$ cat src/rtl/checksum_verify.sv
`timescale 1ns/1ps
`default_nettype none
// ============================================================================
// Module   : checksum_verify
// Purpose  : Byte-serial receiver/checker for the cluster checksum format.
//            Each cluster is CLUSTER_BYTES data bytes followed by one checksum
//            byte (two's complement of the 8-bit data sum). Data bytes are
//            forwarded through a one-entry output register; checksum bytes
//            are consumed and turned into per-cluster and per-frame results.
// Optional : `define CHK_ERR_COUNT_EN adds the err_count output (failing
//            clusters in the current frame).
// Ports    :
//   clk          rising-edge clock
//   rst_n        asynchronous active-low reset
//   flush        synchronous frame abort
//   in_valid     in_byte valid
//   in_ready     block accepts in_byte this cycle
//   in_byte[7:0] stream byte (data or checksum)
//   out_valid    out_byte holds a forwarded data byte
//   out_ready    downstream accepts out_byte
//   out_byte     forwarded data byte
//   clu_valid    one-cycle pulse, cluster result available
//   clu_ok       cluster checksum matched (valid with clu_valid)
//   frame_valid  one-cycle pulse, frame complete
//   frame_ok     every cluster of the frame matched (valid with frame_valid)
//   err_count    failing clusters in frame (CHK_ERR_COUNT_EN only)
// Revision : 1.0 - initial release
// ============================================================================
module checksum_verify #(
   parameter int CLUSTER_BYTES = 4,
   parameter int NUM_CLUSTERS  = 6
) (
   input  logic       clk,
   input  logic       rst_n,
   input  logic       flush,
   input  logic       in_valid,
   output logic       in_ready,
   input  logic [7:0] in_byte,
   output logic       out_valid,
   input  logic       out_ready,
   output logic [7:0] out_byte,
   output logic       clu_valid,
   output logic       clu_ok,
   output logic       frame_valid,
   output logic       frame_ok
`ifdef CHK_ERR_COUNT_EN
   ,
   output logic [7:0] err_count
`endif
);

   localparam logic [3:0] c_last_byte = 4'(CLUSTER_BYTES - 1);
   localparam logic [7:0] c_last_clu  = 8'(NUM_CLUSTERS - 1);

   typedef enum logic [0:0] {
      ST_DATA = 1'b0,
      ST_CHK  = 1'b1
   } state_t;

   state_t     r_state;
   logic [3:0] r_byte_cnt;
   logic [7:0] r_clu_cnt;
   logic [7:0] r_sum;
   logic       r_frame_err;
   logic       r_out_valid;
   logic [7:0] r_out_byte;
   logic       r_clu_valid;
   logic       r_clu_ok;
   logic       r_frame_valid;
   logic       r_frame_ok;

   logic       w_in_ready;
   logic       w_accept;
   logic       w_load;
   logic       w_chk;
   logic [7:0] w_sum_next;
   logic       w_ok;

   // In DATA a byte can only be taken if the output register is free or is
   // being emptied this cycle; checksum bytes are never forwarded, so CHK
   // can always accept.
   assign w_in_ready = (r_state == ST_CHK) | ~r_out_valid | out_ready;
   assign w_accept   = in_valid & w_in_ready;
   // flush wins over a simultaneous accept: the byte is acknowledged but
   // has no effect.
   assign w_load     = w_accept & ~flush & (r_state == ST_DATA);
   assign w_chk      = w_accept & ~flush & (r_state == ST_CHK);
   assign w_sum_next = r_sum + in_byte;
   assign w_ok       = (w_sum_next == 8'h00);

   always_ff @(posedge clk or negedge rst_n) begin
      if (!rst_n) begin
         r_state       <= ST_DATA;
         r_byte_cnt    <= 4'd0;
         r_clu_cnt     <= 8'd0;
         r_sum         <= 8'd0;
         r_frame_err   <= 1'b0;
         r_out_valid   <= 1'b0;
         r_out_byte    <= 8'd0;
         r_clu_valid   <= 1'b0;
         r_clu_ok      <= 1'b0;
         r_frame_valid <= 1'b0;
         r_frame_ok    <= 1'b0;
      end else begin
         // result outputs are single-cycle pulses and read 0 otherwise
         r_clu_valid   <= 1'b0;
         r_clu_ok      <= 1'b0;
         r_frame_valid <= 1'b0;
         r_frame_ok    <= 1'b0;

         // output register: a held byte survives flush until consumed
         if (w_load) begin
            r_out_byte  <= in_byte;
            r_out_valid <= 1'b1;
         end else if (out_ready) begin
            r_out_valid <= 1'b0;
         end

         if (flush) begin
            r_state     <= ST_DATA;
            r_byte_cnt  <= 4'd0;
            r_clu_cnt   <= 8'd0;
            r_sum       <= 8'd0;
            r_frame_err <= 1'b0;
         end else if (w_load) begin
            r_sum <= w_sum_next;
            if (r_byte_cnt == c_last_byte) begin
               r_byte_cnt <= 4'd0;
               r_state    <= ST_CHK;
            end else begin
               r_byte_cnt <= r_byte_cnt + 4'd1;
            end
         end else if (w_chk) begin
            r_clu_valid <= 1'b1;
            r_clu_ok    <= w_ok;
            r_sum       <= 8'd0;
            r_state     <= ST_DATA;
            if (r_clu_cnt == c_last_clu) begin
               r_clu_cnt     <= 8'd0;
               r_frame_valid <= 1'b1;
               r_frame_ok    <= ~(r_frame_err | ~w_ok);
               r_frame_err   <= 1'b0;
            end else begin
               r_clu_cnt   <= r_clu_cnt + 8'd1;
               r_frame_err <= r_frame_err | ~w_ok;
            end
         end
      end
   end

`ifdef CHK_ERR_COUNT_EN
   logic [7:0] r_err_count;
   logic [7:0] w_err_base;

   // The count is read in the frame_valid cycle, so it is cleared on the
   // following edge; a checksum accept cannot coincide with that edge
   // (at least two data bytes separate checksums), but stacking the clear
   // under the increment keeps the ordering explicit anyway.
   assign w_err_base = r_frame_valid ? 8'd0 : r_err_count;

   always_ff @(posedge clk or negedge rst_n) begin
      if (!rst_n) begin
         r_err_count <= 8'd0;
      end else if (flush) begin
         r_err_count <= 8'd0;
      end else if (w_chk && !w_ok) begin
         r_err_count <= w_err_base + 8'd1;
      end else begin
         r_err_count <= w_err_base;
      end
   end

   assign err_count = r_err_count;
`endif

   assign in_ready    = w_in_ready;
   assign out_valid   = r_out_valid;
   assign out_byte    = r_out_byte;
   assign clu_valid   = r_clu_valid;
   assign clu_ok      = r_clu_ok;
   assign frame_valid = r_frame_valid;
   assign frame_ok    = r_frame_ok;

endmodule
`default_nettype wire

$ cat config.mk
export PLATFORM = sky130hd
export DESIGN_NAME = checksum_verify
export DESIGN_NICKNAME = d
export VERILOG_FILES = /design/src/rtl/checksum_verify.sv
export SDC_FILE = /design/constraint.sdc
export NUM_CORES = 1
export LEC_CHECK = 0
export ABC_CLOCK_PERIOD_IN_PS = 2400
export CORE_MARGIN = 8
export CORE_UTILIZATION = 44
export CTS_BUF_LIST = sky130_fd_sc_hd__clkbuf_4
export CTS_CLUSTER_DIAMETER = 200
export CTS_CLUSTER_SIZE = 24
export DETAILED_ROUTE_END_ITERATION = 16
export HOLD_SLACK_MARGIN = 0.08
export PLACE_DENSITY = 0.7
export SLEW_MARGIN = 40
export SYNTH_ARGS = -nofsm -noshare
export SYNTH_HDL_FRONTEND = slang
export SYNTH_SLANG_ARGS = --single-unit
$ cat constraint.sdc
create_clock -name clk -period 2.4 [get_ports clk]
set_input_delay 0.48 -clock clk [delete_from_list [all_inputs] [get_ports clk]]
set_output_delay 0.48 -clock clk [all_outputs]
set_load 0.02 [all_outputs]
==> impl_metrics.env <==
export IMPL_grt_max_degree=36
export IMPL_worstRegToRegCells=7
export IMPL_hold_violations=0
export IMPL_clk_pin_slew_worst_paths_ns=0.11
export IMPL_grt_pass1_vias=1409
export IMPL_placementRows=23
export IMPL_port_buffers=26
export IMPL_finalPower_mw=1.65
export IMPL_avgViaCountPerCell=5.39
export IMPL_fin_ws_ns=-0.0228
export IMPL_skew_ns=0.0131
export IMPL_vias=1413
export IMPL_place_ws_ns=-0.669
export IMPL_ant_nets=0
export IMPL_hpwl_um=2840
export IMPL_post_route_drc_count=0
export IMPL_ys_ff_latch=35
export IMPL_htreeDepth=2
export IMPL_cts_root_buffer="clkbuf_4"
export IMPL_min_path_cells=1
export IMPL_drive_gt1_frac=0.179
export IMPL_cp_required_ns=2.65
export IMPL_power_density_mw_per_mm2=681
export IMPL_hold_worst_slack_ns=0.467
export IMPL_synth_top_area_frac=0.484
export IMPL_synth_cells=165
export IMPL_yosysWarnings=0
export IMPL_cts_sinks=35
export IMPL_seq_area_sq_um=876
export IMPL_dp_cells=250
export IMPL_antenna_found_initial=0
export IMPL_io_pins=27
export IMPL_place_congestion=0.790
export IMPL_ys_top_cells_by_area="dfrtp_1, ha_1, mux2_1, a22o_1, xor2_1"
export IMPL_violations="negative setup slack"
export IMPL_initial_core_util=0.455
export IMPL_synthArstFlopShare=1.00
export IMPL_die_area_sq_mm=0.00642
export IMPL_core_area_sq_mm=0.00397
export IMPL_drt_iter0_drc=88
export IMPL_wire_per_inst_um=15.6
export IMPL_fin_cells=262
export IMPL_fin_nets=235
export IMPL_p_leak_nw=1.07
export IMPL_drv_cap=0
export IMPL_arrival_ns=2.67
export IMPL_syn_area_sq_mm=0.00181
export IMPL_critPathLaunchType="input port"
export IMPL_r2r_slack_ns=0.01
export IMPL_clk_latency_ns=0.35
export IMPL_timing_fmax_ghz=0.413
export IMPL_post_route_util=0.610
export IMPL_yosysTopAreaCell="dfrtp_1"
export IMPL_totalWireLength_um=4080
export IMPL_syn_area_per_cell_sq_um=11.0
export IMPL_synthesis_nets=189
export IMPL_grt_usage=0.130
export IMPL_grt_pass1_wl_um=6580
export IMPL_fin_crit_sh=1.01
export IMPL_die_x_um=80.1
export IMPL_final_cell_mix="dfrtp_1, clkdlybuf4s50_1, nor2_1, buf_4, nand2_1"
export IMPL_min_period_ns=2.42
export IMPL_firstDrtPassIters=4
export IMPL_path_max_fanout=4
export IMPL_cts_tree="done"
export IMPL_antennaDiodeCount=0
export IMPL_die_height_um=80.1
export IMPL_finalSetupViolCount=2
export IMPL_overflow=0
export IMPL_rsz0062_at_grt="yes"
export IMPL_synth_ff_type="dfrtp_1"
export IMPL_ys_types=40
export IMPL_final_common_cell="dfrtp_1"
export IMPL_tightest_slew_ns=0.462
export IMPL_ys_seq_area_frac=0.484
export IMPL_cts_buffers=5
export IMPL_maxSlewHeadroom=0.692
export IMPL_slew_viol_final=0
export IMPL_n_fill_cell=327
export IMPL_ir_worst_vdd_mv=0.454
export IMPL_fin_area_sq_mm=0.00242
export IMPL_syn_to_final_growth_pct=34.0
export IMPL_status="finished, violations left"
export IMPL_clock_path_buffers=2
export IMPL_finalSetupTns_ns=-0.0275
export IMPL_criticalPathCategory="in2reg"
export IMPL_end_kind="flip-flop"
export IMPL_synth_edff_count=0
export IMPL_multi_input_area_sq_um=963
export IMPL_hold_class="reg2reg"
export IMPL_placed_cell_area_sq_mm=0.00224
layer usage:
| layer | up-vias | global-route usage | wire length (um) |
|---|---|---|---|
| met3 | 10 | 0.0513 | 259 |
| met2 | 33 | 0.205 | 1980 |
| met1 | 679 | 0.153 | 1750 |
| met4 | 0 | 0.0564 | 97 |
| met5 | - | 0 | 0 |
| li1 | 691 | - | - |
Yosys cell counts (all sizes together) (2+ instances only):
master,n
nand2,14
o21ai,10
a22o,10
o211ai,4
and3b,2
mux2,8
or3,2
o21ba,2
inv,4
xor2,7
nor3,4
nand3,3
nor3b,3
a21oi,8
nor2,16
dfrtp,35
nand4,2
a211oi,2
ha,10
clkbuf,3
worst max-delay path, cell delays in order:
cell	delay, ns
clkdlybuf4s50_1	0.47
ha_4	0.33
nor2_1	0.06
nor3b_1	0.41
o221ai_2	0.18
or4_4	0.55
a22o_1	0.19
final cells by class:
type / count / share of cell area
clock buffers: 5 / 0.0155
multi-input cells: 122 / 0.398
well taps: 50 / 0.0258
clock inverters: 3 / 0.0279
inverters: 4 / 0.00620
flip-flops and latches: 35 / 0.362
repair buffers: 43 / 0.165
what timing repair did:
item                       CTS  global route
setup endpoints to repair    3             4
buffers inserted             0             4
hold buffers                 0             0
gates resized for setup      4             7
pin swaps                    2             5
cells by family (layout without fill, tap and decap cells):
| kind of cell | count (synthesis) | after routing | synth area share |
|---|---|---|---|
| AND/OR/NAND/NOR | 54 | 54 | 0.164 |
| flip-flops | 35 | 35 | 0.484 |
| AO/OA/AOI/OAI | 41 | 41 | 0.165 |
| buffers and inverters | 8 | 55 | 0.0173 |
| multiplexers | 8 | 8 | 0.0498 |
| XOR/XNOR | 8 | 8 | 0.0388 |
| adder cells (fa/ha/maj) | 11 | 11 | 0.0803 |
report_power, final:
group | total (mW) | switching (mW) | internal (mW)
clock network | 0.528 | 0.204 | 0.324
logic | 0.454 | 0.222 | 0.232
registers | 0.668 | 0.0302 | 0.637
total | 1.65 | 0.456 | 1.19
worst paths after layout:
path / startpoint / endpoint
max in group asynchronous: rst_n / r_clu_cnt[4]$_DFFE_PN0P_
min in group asynchronous: rst_n / r_byte_cnt[0]$_DFFE_PN0P_
setup / recovery: in_byte[2] / r_frame_err$_DFFE_PN0P_
setup reg to reg: r_sum[0]$_DFFE_PN0P_ / r_frame_err$_DFFE_PN0P_
hold reg to reg: r_frame_err$_DFFE_PN0P_ / frame_ok$_DFF_PN0_
hold / removal: r_frame_err$_DFFE_PN0P_ / frame_ok$_DFF_PN0_
sequential cells by signal, indices dropped and copies added (netlist names):
signal,cells
frame_valid,1
r_state,1
clu_ok,1
r_sum,8
clu_valid,1
out_valid,1
frame_ok,1
r_clu_cnt,8
r_frame_err,1
r_byte_cnt,4
out_byte,8
Power figures use the tool's default switching activity.
